<file path="src/rtl/ccff_loader_pkg.sv">
// Shared types and constants for the configuration-chain loader.
// Latency: n/a (types, constants and a combinational CRC step helper).
// Backpressure: n/a.
package ccff_loader_pkg;

   typedef enum logic [1:0] {
      ST_IDLE   = 2'd0,
      ST_LOAD   = 2'd1,
      ST_VERIFY = 2'd2,
      ST_DONE   = 2'd3
   } state_t;

   // CRC-16-CCITT, MSB-first serial form
   localparam logic [15:0] CRC_POLY = 16'h1021;
   localparam logic [15:0] CRC_INIT = 16'hFFFF;

   // One bit of a bit-serial CRC update
   function automatic logic [15:0] crc16_step(input logic [15:0] crc, input logic bit_in);
      logic fb;
      fb = crc[15] ^ bit_in;
      return {crc[14:0], 1'b0} ^ (fb ? CRC_POLY : 16'h0000);
   endfunction

endpackage

</file>
<file path="src/rtl/ccff_loader_crc16.sv">
// Bit-serial CRC-16-CCITT accumulator (init 0xFFFF).
// Latency: o_crc reflects a bit the cycle after it is presented with i_en high.
// Backpressure: none; consumes a bit on every cycle i_en is high.
// Ports: i_clk/i_rst clock and async active-high reset, i_clr restarts the
//        CRC at its init value, i_en/i_bit present one data bit, o_crc value.
module ccff_crc16_serial
   import ccff_loader_pkg::*;
(
   input  logic        i_clk,
   input  logic        i_rst,
   input  logic        i_clr,
   input  logic        i_en,
   input  logic        i_bit,
   output logic [15:0] o_crc
);

   logic [15:0] r_crc;

   always_ff @(posedge i_clk or posedge i_rst) begin
      if (i_rst) begin
         r_crc <= CRC_INIT;
      end else if (i_clr) begin
         r_crc <= CRC_INIT;
      end else if (i_en) begin
         r_crc <= crc16_step(r_crc, i_bit);
      end
   end

   assign o_crc = r_crc;

endmodule

</file>
<file path="src/rtl/ccff_loader.sv">
// Configuration-chain loader: bytes in over valid/ready, serialised MSB-first onto ccff_head with a gated chain clock.
// Latency: start -> din_ready next cycle; accepted byte -> its MSB on ccff_head next cycle at the earliest.
// Backpressure: din_ready drops while the holding byte is full or all needed bytes are taken; chain idles (clk_en=0) when starved.
// Ports: prog_clk/prog_reset clock and async active-high reset; start begins a load
//        from IDLE/DONE; din/din_valid/din_ready byte stream; ccff_head/ccff_tail/
//        ccff_clk_en chain interface; busy/done/error status.
// Build option: define CCFF_LOADER_READBACK_EN to add a CRC readback rotation (VERIFY).
module ccff_loader
   import ccff_loader_pkg::*;
#(
   parameter int CHAIN_LEN = 1024,
   parameter int CNT_W     = $clog2(CHAIN_LEN + 1)
) (
   input  logic       prog_clk,
   input  logic       prog_reset,
   input  logic       start,
   input  logic [7:0] din,
   input  logic       din_valid,
   output logic       din_ready,
   output logic       ccff_head,
   input  logic       ccff_tail,
   output logic       ccff_clk_en,
   output logic       busy,
   output logic       done,
   output logic       error
);

   localparam int NBYTES = (CHAIN_LEN + 7) / 8;
   localparam int BYTE_W = $clog2(NBYTES + 1);
   localparam logic [BYTE_W-1:0] BYTES_MAX = BYTE_W'(NBYTES);
   localparam logic [CNT_W-1:0]  BITS_MAX  = CNT_W'(CHAIN_LEN);

   state_t            r_state;
   logic [7:0]        r_hold;
   logic              r_hold_vld;
   logic [7:0]        r_sr;
   logic [3:0]        r_sr_cnt;     // unsent bits left in r_sr
   logic [BYTE_W-1:0] r_byte_cnt;
   logic [CNT_W-1:0]  r_bit_cnt;    // bits issued in LOAD, rotations in VERIFY
   logic              r_head;
   logic              r_clk_en;
   logic              r_busy;
   logic              r_done;
   logic              r_error;

   logic w_in_load, w_accept, w_need, w_have_sr, w_issue, w_bit, w_start_go;

   assign w_in_load  = (r_state == ST_LOAD);
   assign din_ready  = w_in_load && !r_hold_vld && (r_byte_cnt != BYTES_MAX);
   assign w_accept   = din_ready && din_valid;
   assign w_need     = w_in_load && (r_bit_cnt != BITS_MAX);
   assign w_have_sr  = (r_sr_cnt != 4'd0);
   // With both buffers empty an accepted byte bypasses straight to the output bit
   assign w_issue    = w_need && (w_have_sr || r_hold_vld || w_accept);
   assign w_bit      = w_have_sr ? r_sr[7] : (r_hold_vld ? r_hold[7] : din[7]);
   assign w_start_go = start && ((r_state == ST_IDLE) || (r_state == ST_DONE));

`ifdef CCFF_LOADER_READBACK_EN
   localparam logic [CNT_W-1:0] ROT_LAST = CNT_W'(CHAIN_LEN - 1);
   logic [15:0] w_crc_ld, w_crc_rb;

   ccff_crc16_serial u_crc_ld (
      .i_clk (prog_clk),
      .i_rst (prog_reset),
      .i_clr (w_start_go),
      .i_en  (w_issue),
      .i_bit (w_bit),
      .o_crc (w_crc_ld)
   );

   ccff_crc16_serial u_crc_rb (
      .i_clk (prog_clk),
      .i_rst (prog_reset),
      .i_clr (w_start_go),
      .i_en  (r_state == ST_VERIFY),
      .i_bit (ccff_tail),
      .o_crc (w_crc_rb)
   );

   // Tail wired straight back to head while rotating so the chain is restored
   assign ccff_head = (r_state == ST_VERIFY) ? ccff_tail : r_head;
`else
   logic w_unused_tail;
   assign w_unused_tail = ccff_tail;
   assign ccff_head     = r_head;
`endif

   assign ccff_clk_en = r_clk_en;
   assign busy        = r_busy;
   assign done        = r_done;
   assign error       = r_error;

   always_ff @(posedge prog_clk or posedge prog_reset) begin
      if (prog_reset) begin
         r_state    <= ST_IDLE;
         r_hold     <= 8'h00;
         r_hold_vld <= 1'b0;
         r_sr       <= 8'h00;
         r_sr_cnt   <= 4'd0;
         r_byte_cnt <= '0;
         r_bit_cnt  <= '0;
         r_head     <= 1'b0;
         r_clk_en   <= 1'b0;
         r_busy     <= 1'b0;
         r_done     <= 1'b0;
         r_error    <= 1'b0;
      end else begin
         case (r_state)
            ST_IDLE, ST_DONE: begin
               if (start) begin
                  r_state    <= ST_LOAD;
                  r_hold_vld <= 1'b0;
                  r_sr_cnt   <= 4'd0;
                  r_byte_cnt <= '0;
                  r_bit_cnt  <= '0;
                  r_clk_en   <= 1'b0;
                  r_busy     <= 1'b1;
                  r_done     <= 1'b0;
                  r_error    <= 1'b0;
               end
            end
            ST_LOAD: begin
               if (w_accept) r_byte_cnt <= r_byte_cnt + BYTE_W'(1);
               if (r_bit_cnt == BITS_MAX) begin
                  // last bit shifted at the end of this cycle; leftover bits dropped
`ifdef CCFF_LOADER_READBACK_EN
                  r_state   <= ST_VERIFY;
                  r_clk_en  <= 1'b1;
                  r_bit_cnt <= '0;
`else
                  r_state   <= ST_DONE;
                  r_clk_en  <= 1'b0;
                  r_busy    <= 1'b0;
                  r_done    <= 1'b1;
`endif
               end else if (w_issue) begin
                  r_head    <= w_bit;
                  r_clk_en  <= 1'b1;
                  r_bit_cnt <= r_bit_cnt + CNT_W'(1);
                  if (w_have_sr) begin
                     r_sr     <= {r_sr[6:0], 1'b0};
                     r_sr_cnt <= r_sr_cnt - 4'd1;
                     if (w_accept) begin
                        r_hold     <= din;
                        r_hold_vld <= 1'b1;
                     end
                  end else if (r_hold_vld) begin
                     r_sr       <= {r_hold[6:0], 1'b0};
                     r_sr_cnt   <= 4'd7;
                     r_hold_vld <= 1'b0;
                  end else begin
                     r_sr     <= {din[6:0], 1'b0};
                     r_sr_cnt <= 4'd7;
                  end
               end else begin
                  // starved: chain holds, head keeps its last value
                  r_clk_en <= 1'b0;
               end
            end
`ifdef CCFF_LOADER_READBACK_EN
            ST_VERIFY: begin
               r_bit_cnt <= r_bit_cnt + CNT_W'(1);
               if (r_bit_cnt == ROT_LAST) begin
                  r_state  <= ST_DONE;
                  r_clk_en <= 1'b0;
                  r_busy   <= 1'b0;
                  r_done   <= 1'b1;
                  // fold in the tail bit being sampled this cycle
                  r_error  <= (crc16_step(w_crc_rb, ccff_tail) != w_crc_ld);
               end
            end
`endif
            default: begin
               r_state <= ST_IDLE;
            end
         endcase
      end
   end

endmodule

</file>
<file path="config.mk">
export PLATFORM = sky130hd
export DESIGN_NAME = ccff_loader
export DESIGN_NICKNAME = d
export VERILOG_FILES = /design/src/rtl/ccff_loader_pkg.sv /design/src/rtl/ccff_loader_crc16.sv /design/src/rtl/ccff_loader.sv
export SDC_FILE = /design/constraint.sdc
export NUM_CORES = 1
export LEC_CHECK = 0
export BUFFER_PORTS_ARGS = -buffer_cell sky130_fd_sc_hd__buf_4
export CAP_MARGIN = 10
export CELL_PAD_IN_SITES_DETAIL_PLACEMENT = 1
export CELL_PAD_IN_SITES_GLOBAL_PLACEMENT = 2
export CORE_MARGIN = 3
export CORE_UTILIZATION = 38
export DETAILED_ROUTE_END_ITERATION = 8
export GPL_TIMING_DRIVEN = 0
export MAX_ROUTING_LAYER = met4
export PLACE_DENSITY_LB_ADDON = 0.1
export SETUP_SLACK_MARGIN = 0.3
export SLEW_MARGIN = 30
export SYNTH_ARGS = -nofsm -noshare
export SYNTH_HDL_FRONTEND = slang
export SYNTH_SLANG_ARGS = --single-unit
export TNS_END_PERCENT = 30
</file>
<file path="constraint.sdc">
create_clock -name prog_clk -period 2.7 [get_ports prog_clk]
set_clock_uncertainty 0.15 [all_clocks]
set_input_delay 0.54 -clock prog_clk [delete_from_list [all_inputs] [get_ports prog_clk]]
set_output_delay 0.54 -clock prog_clk [all_outputs]
set_load 0.01 [all_outputs]
</file>
==> results by group, run 1 <==
Outcome
  – Status: finished clean

Worst setup path
  – Crit path launch type: flop
  – Worst path bufs/invs: 4
  – Max stage delay on crit path: 0.43 ns
  – Setup slack, reg-to-reg: 0.41 ns
  – CP required: 2.01 ns
  – Most used cell, CP: buf_4
  – Worst Setup Path Type: reg2out
  – Crit-path max FO: 10
  – Delay-heaviest family, CP: buffers and inverters
  – Data arrival, critical path: 1.61 ns
  – Crit-path cells: inv_2 -> ha_1 -> inv_1 -> buf_4 -> a211oi_2 -> buf_4
  – Critical path's slowest cell: dfrtp_1
  – Worst Setup End Kind: output port

GRT
  – GRT Overall Usage: 18.63%
  – Global-route wire length before repair: 11,010 um
  – Vias in the first global route: 2,187
  – Largest net degree at the start of global routing: 46
  – Antenna violations before repair: 0
  – Grt ovf: 0

CTS
  – Clk slew on worst S/H paths: 0.09 ns
  – CTS sink count: 45
  – Longest Clk Path Bufs: 2
  – CTS tree: done
  – Clk Tree Root Cell: clkbuf_8
  – Clock Latency Late Sink: 0.30 ns
  – Num CTS Buffers: 5
  – H-tree Lvls: 2

Cells and area
  – Layout Nets: 320
  – Non-filler cells, final: 376
  – Layout cells sized above 1: 17.73%
  – Ant. Diodes: 0
  – Most frequent cells in the layout: dfrtp_1 (45), nand2_1 (37), buf_4 (23), nand3_1 (18)
  – Finished Core Util: 45.18%
  – P&R area growth vs syn: 13.76%
  – Most common cell after layout, fill and taps aside: dfrtp_1

Place
  – Routability congestion estimate: 0.7858
  – Placed Cells incl. Taps: 366
  – Port bufs: 16
  – HPWL Detailed: 4433 um

Yosys
  – Prevailing post-synth register cell: dfrtp_1
  – Yosys cell types: 51
  – Post-Syn Instances: 273
  – #FFs+latches synth: 45
  – FFs w/ async S/R, synth: 100.0%
  – EDFF count, synth: 0
  – Cell area after synthesis: 2565 sq um
  – Syn. warnings: 0
  – Share of the yosys chip area belonging to registers: 43.90%
  – Syn Nets: 295
  – Syn_area_per_cell: 9.395 sq um

Pwr
  – Sequential group share of total power: 46.3%
  – Pwr dens: 838.2 nW/um^2
  – Int Pwr: 1.515 mW
  – Logic pwr share: 35.8%
  – Total power: 2.446 mW
  – Leak pwr: 1.285 nW
  – Peak supply drop: 0.0003601 V
  – Switching pwr: 0.9309 mW
  – Sw Ratio: 38.07%
  – Clk pwr share: 17.9%

Detailed routing
  – Final WL: 6332 um
  – Drt wl/cell: 16.84 um
  – DRC violations left: 0
  – Met2 wire length: 3045 um
  – DR vias: 2,132
  – First-pass detailed-route iteration total: 4
  – Initial DRC count: 98
  – Top sig layer: met4
  – Antenna viol nets, final: 0
  – Met3 WL post-DR: 131 um
  – Routed metal-1 wirelength: 3060 um
  – Via density: 5.670

STA
  – Period utilization: 85.05%
  – Fmax: 0.4355 GHz
  – Slew HR: 48.39%
  – Fin. max-slew vios: 0
  – Final min period: 2.296 ns
  – Setup Viol. Count Final: 0
  – Actual slew at the worst max-slew pin: 0.7742 ns
  – Unrepaired setup endpoints after global routing: yes
  – Setup tns final: 0 ns
  – Hold Slack: 0.1523 ns
  – Final Hold Vio Count: 0

Floorplanning
  – Ports: 19
  – Core box area: 6459 sq um
  – Chip width: 88.16 um
  – Row count: 29
  – Full die area: 7771 sq um
  – Die Height: 88.16 um
  – Initial Util: 39.71%

Worst hold path
  – Worst Hold Class: in2async

Run
  – Max Cap Viol: 0
## flip-flops by register name (all words and copies together), names as in the netlist
signal and count:
ccff_head 1, r_byte_cnt 8, done 1, r_sr_cnt 4, r_hold_vld 1, r_bit_cnt 11, r_sr 7, r_hold 8
busy 1, ccff_clk_en 1, r_state 2
## power groups by stage
stage	registers, mW	logic, mW	clock network [mW]
after floorplan	1.08	0.676	0
after CTS	1.13	0.878	0.462
after global placement	1.13	0.843	0
after detailed placement	1.14	0.867	0
after global routing	1.17	1.01	0.486
final	1.13	0.875	0.438
## Yosys cell counts (2+ instances only)
cell type  count  area share [%]
inv_1         13             1.9
nor3_1         2            0.39
clkbuf_1       7             1.0
mux2_1         8             3.5
dfrtp_1       45              44
a31oi_1        2            0.49
o211ai_1       8             2.3
a21oi_2        2            0.68
nand2_1       37             5.4
o21ai_0       15             2.9
buf_2          4            0.78
ha_1           9             4.4
nor2_1        10             1.5
o31ai_1        5             1.5
nand4_1        6             1.5
nand2b_1       4            0.98
nor4_1         3            0.73
buf_4          3            0.88
or4_1          8             2.3
nand4_2        2            0.98
a21oi_1        9             1.8
mux2i_1        9             3.5
or3_1          3            0.73
o21ai_1       15             2.9
nand3_1       18             3.5
## routing by layer
| metal | global-route usage [%] | vias to the layer above |
|---|---|---|
| met5 | - | - |
| met4 | 5.082 | 0 |
| met3 | 2.540 | 10 |
| met2 | 30.34 | 22 |
| met1 | 24.37 | 1053 |
| li1 | - | 1047 |
## path summary, 6_finish.rpt
check	start	end	cells past startpoint
worst max-delay path	r_state[1]	din_ready	6
worst min-delay path	prog_reset	r_bit_cnt[9]	2
worst max register to register	r_byte_cnt[0]	r_hold[1]	6
worst min register to register	ccff_clk_en	ccff_clk_en	1
max in group asynchronous	prog_reset	r_byte_cnt[6]	2
min in group prog_clk	din[0]	r_hold[0]	2
## worst register-to-register path: stages, from the launching register on
cell and delay, ns:
dfrtp_1 0.39, inv_1 0.09, ha_1 0.20, and4bb_2 0.27, a21oi_2 0.33, nand4_2 0.34
mux2_1 0.41
## cell type report
cell class	count	area, sq um
plain buffers	14	78.83
multi-input cells	201	1339
clock buffers	5	68.82
well taps	77	96.34
flip-flops and latches	45	1126
fillers	764	3541
inverters	13	51.30
clock inverters	3	22.52
repair buffers	18	135.1
## metrics by stage
stage / setup WS (ns) / cell area [sq um]
after global routing: 0.2653 / 2918
after floorplan: 0.4914 / 2565
after detailed placement: 0.2648 / 2784
after CTS: 0.2488 / 2884
after global placement: 0.1881 / 2781
final: 0.4037 / 2918
## what timing repair did
item | 4_1_cts | 5_1_grt
setup buffers | 1 | 1
gates resized for setup | 1 | 13
hold endpoints to repair | 0 | 0
hold buffers | 0 | 0
endpoints found under the setup margin | 13 | 30
## kinds of logic (layout without fill, tap and decap cells)
| logic type | Yosys count | after routing | share of synthesized area [%] |
|---|---|---|---|
| adders and majority gates | 9 | 9 | 4.390 |
| AOI/OAI and AO/OA | 72 | 72 | 18.24 |
| and+or+nand+nor | 102 | 102 | 21.71 |
| DFF | 45 | 45 | 43.90 |
| buffers and inverters | 27 | 53 | 4.586 |
| muxes | 17 | 17 | 7.025 |
| other | 1 | 1 | 0.1462 |
Power figures use the tool's default switching activity.
==> inputs of run 2 (changes only) <==
Settings changed: HOLD_SLACK_MARGIN set to 0.15, RECOVER_POWER set to 50.
==> run 2 against run 1 <==
The flow now finishes with violations (capacitance limit, slew limit). Cell area down 0.34%. Critical path type unchanged. Die area unchanged. Largest cell class unchanged. Register-to-register slack is essentially flat. Global-route usage did not move. Combinational power is essentially flat. Cell count is the same.
==> results by group, run 2 (synthesis gave the netlist of run 1 again) <==
Cells and area
  – Most common cell after layout, fill and taps aside: dfrtp_1
  – Layout fillers: 765 (+0.13%)
  – Largest Register: r_bit_cnt
  – Layout cells sized above 1: 16.72% (-1.0 points)
  – Max FFs per register: 11 (unchanged)
  – Area of the multi-input gates: 1339 sq um (unchanged)
  – P&R area growth vs syn: 13.37%
  – Layout Nets: 320 (unchanged)
  – Ant. Diodes: 0 (unchanged)
  – Design area: 2908 sq um (-0.34%)
  – Regs by FF count: r_bit_cnt (11), r_byte_cnt (8), r_hold (8)
  – Most frequent cells in the layout: dfrtp_1 (45), nand2_1 (37), buf_4 (20), nand3_1 (18)
  – FF+latch area: 1126 sq um (unchanged)

CTS
  – Clock Latency Late Sink: 0.30 ns (about the same)
  – Clk slew on worst S/H paths: 0.09 ns (about the same)
  – Clk Tree Root Cell: clkbuf_8
  – H-tree Lvls: 2 (unchanged)
  – CTS sink count: 45 (unchanged)
  – Longest Clk Path Bufs: 2 (unchanged)
  – Hold Buf Count CTS: 0 (unchanged)
  – Num CTS Buffers: 5 (unchanged)
  – CTS tree: done

Floorplanning
  – Full die area: 7771 sq um (unchanged)
  – Chip width: 88.16 um (unchanged)
  – Ports: 19 (unchanged)
  – Row count: 29 (unchanged)
  – Initial Util: 39.71% (unchanged)
  – Die Height: 88.16 um (unchanged)
  – Core box area: 6459 sq um (unchanged)

STA
  – Final Hold Vio Count: 0 (unchanged)
  – Actual slew at the worst max-slew pin: 1.760 ns (+0.9863 ns)
  – Hold Slack: 0.2985 ns (+0.1461 ns)
  – Unrepaired setup endpoints after global routing: yes
  – Setup Viol. Count Final: 0 (unchanged)
  – Slew HR: -17.49% (-66 points)
  – Fin. max-slew vios: 46 (+46)
  – Final min period: 2.296 ns (+0.000003000 ns)
  – Setup tns final: 0 ns (unchanged)
  – Fmax: 0.4355 GHz (unchanged)
  – Period utilization: 85.05% (about the same)

GRT
  – Largest net degree at the start of global routing: 46 (unchanged)
  – GRT Overall Usage: 18.63% (unchanged)
  – Antenna violations before repair: 0 (unchanged)
  – Global routing's busiest layer: met2
  – Global-route wire length before repair: 11,010 um (unchanged)
  – Met1 usage: 24.37% (unchanged)
  – Grt ovf: 0 (unchanged)
  – Vias in the first global route: 2,187 (unchanged)
  – Routing usage on met2: 30.34% (unchanged)
  – Met3 layer usage reported by global route: 2.540% (unchanged)

Detailed routing
  – DRC violations left: 0 (unchanged)
  – Initial DRC count: 98 (unchanged)
  – Via density: 5.670 (unchanged)
  – Drt wl/cell: 16.85 um (about the same)
  – Final WL: 6335 um (about the same)
  – Antenna viol nets, final: 0 (unchanged)
  – DR vias: 2,132 (unchanged)
  – First-pass detailed-route iteration total: 4 (unchanged)

Worst setup path
  – Crit path launch type: flop
  – RR Endpoint: r_hold[1]
  – Worst Setup End Kind: output port
  – Worst r2r src: r_byte_cnt[0]
  – Reg2Reg Depth: 6 (unchanged)
  – Worst setup path startpoint: r_state[1]
  – Crit-path max FO: 10 (unchanged)
  – Worst Setup Path Type: reg2out
  – Data arrival, critical path: 1.61 ns (about the same)
  – CP required: 2.01 ns (about the same)
  – Setup slack, reg-to-reg: 0.41 ns (about the same)

Worst hold path
  – Hold path start: din[0]
  – Hold EP: r_hold[0]
  – Worst Hold Class: in2reg
  – Worst hold stages: 2

Outcome
  – Status: finished, violations left
  – Violated checks: capacitance limit, slew limit

Place
  – HPWL Detailed: 4433 um (unchanged)
  – Placed cell areas: 2784 sq um (unchanged)
  – Routability congestion estimate: 0.7858 (unchanged)
  – Port bufs: 16 (unchanged)

Pwr
  – Leak pwr: 1.278 nW (-0.51%)
  – Peak supply drop: 0.0003600 V (about the same)
  – Pwr dens: 840.8 nW/um^2 (+0.32%)
  – Total power: 2.445 mW (about the same)

Run
  – Max Cap Viol: 1 (+1)
## run 2: cell count changes in the layout (fill, tap and decap cells not counted)
| cell | previous run | this run |
|---|---|---|
| inv_4 | 1 | 0 |
| buf_4 | 23 | 20 |
| clkbuf_4 | 1 | 2 |
| clkbuf_1 | 5 | 7 |
| inv_1 | 10 | 11 |
## run 2: layer usage
metal | routed length [um] | share of wire, % | vias up
met2 | 3042 | 48 | 22
met4 | 95 | 1.5 | 0
met3 | 132 | 2.1 | 10
met5 | 0 | 0 | -
met1 | 3064 | 48 | 1053
li1 | - | - | 1047
## run 2: layout make-up
type	instances	area share [%]
Multi-Input combinational cell	201	46.04
Sequential cell	45	38.73
Timing Repair Buffer	18	4.389
Tap cell	77	3.313
Buffer	14	2.711
Clock buffer	5	2.367
Inverter	13	1.678
Clock inverter	3	0.7745
## run 2: worst max-delay path by stage
stage                          to  slack [ns]  cells past startpoint
floorplan            r_bit_cnt[8]        0.49                      8
global placement    r_byte_cnt[7]        0.19                      2
finish                  din_ready        0.40                      6
detailed placement    r_sr_cnt[0]        0.26                      9
global route            ccff_head        0.27                      8
CTS                   r_sr_cnt[0]        0.25                      9
## run 2: timing repair
action                                  4_1_cts  5_1_grt
pin swaps                                     0        0
resized for setup                             1       13
buffers inserted                              1        1
endpoints found under the setup margin       13       30
## run 2: metrics by stage
stage / worst slack (ns) / utilization (%) / std cells
4_1_cts: 0.2488 / 44.65 / 375
6_report: 0.4037 / 45.02 / 376
3_5_place_dp: 0.2648 / 43.10 / 366
2_1_floorplan: 0.4914 / - / 273
5_1_grt: 0.2653 / 45.02 / 376
3_3_place_gp: 0.1881 / 43.06 / 366
## run 2: worst max-delay path, stage by stage (launching register included)
cell,delay (ns)
dfrtp_1,0.43
inv_2,0.09
ha_1,0.16
inv_1,0.08
buf_4,0.19
a211oi_2,0.21
buf_4,0.16
## run 2: power breakdown
part / internal [mW] / switching, mW / total, mW / leakage (nW)
clock network: 0.184 / 0.254 / 0.438 / 0.0481
logic: 0.423 / 0.451 / 0.874 / 0.681
registers: 0.907 / 0.226 / 1.13 / 0.549
total: 1.51 / 0.931 / 2.44 / 1.28
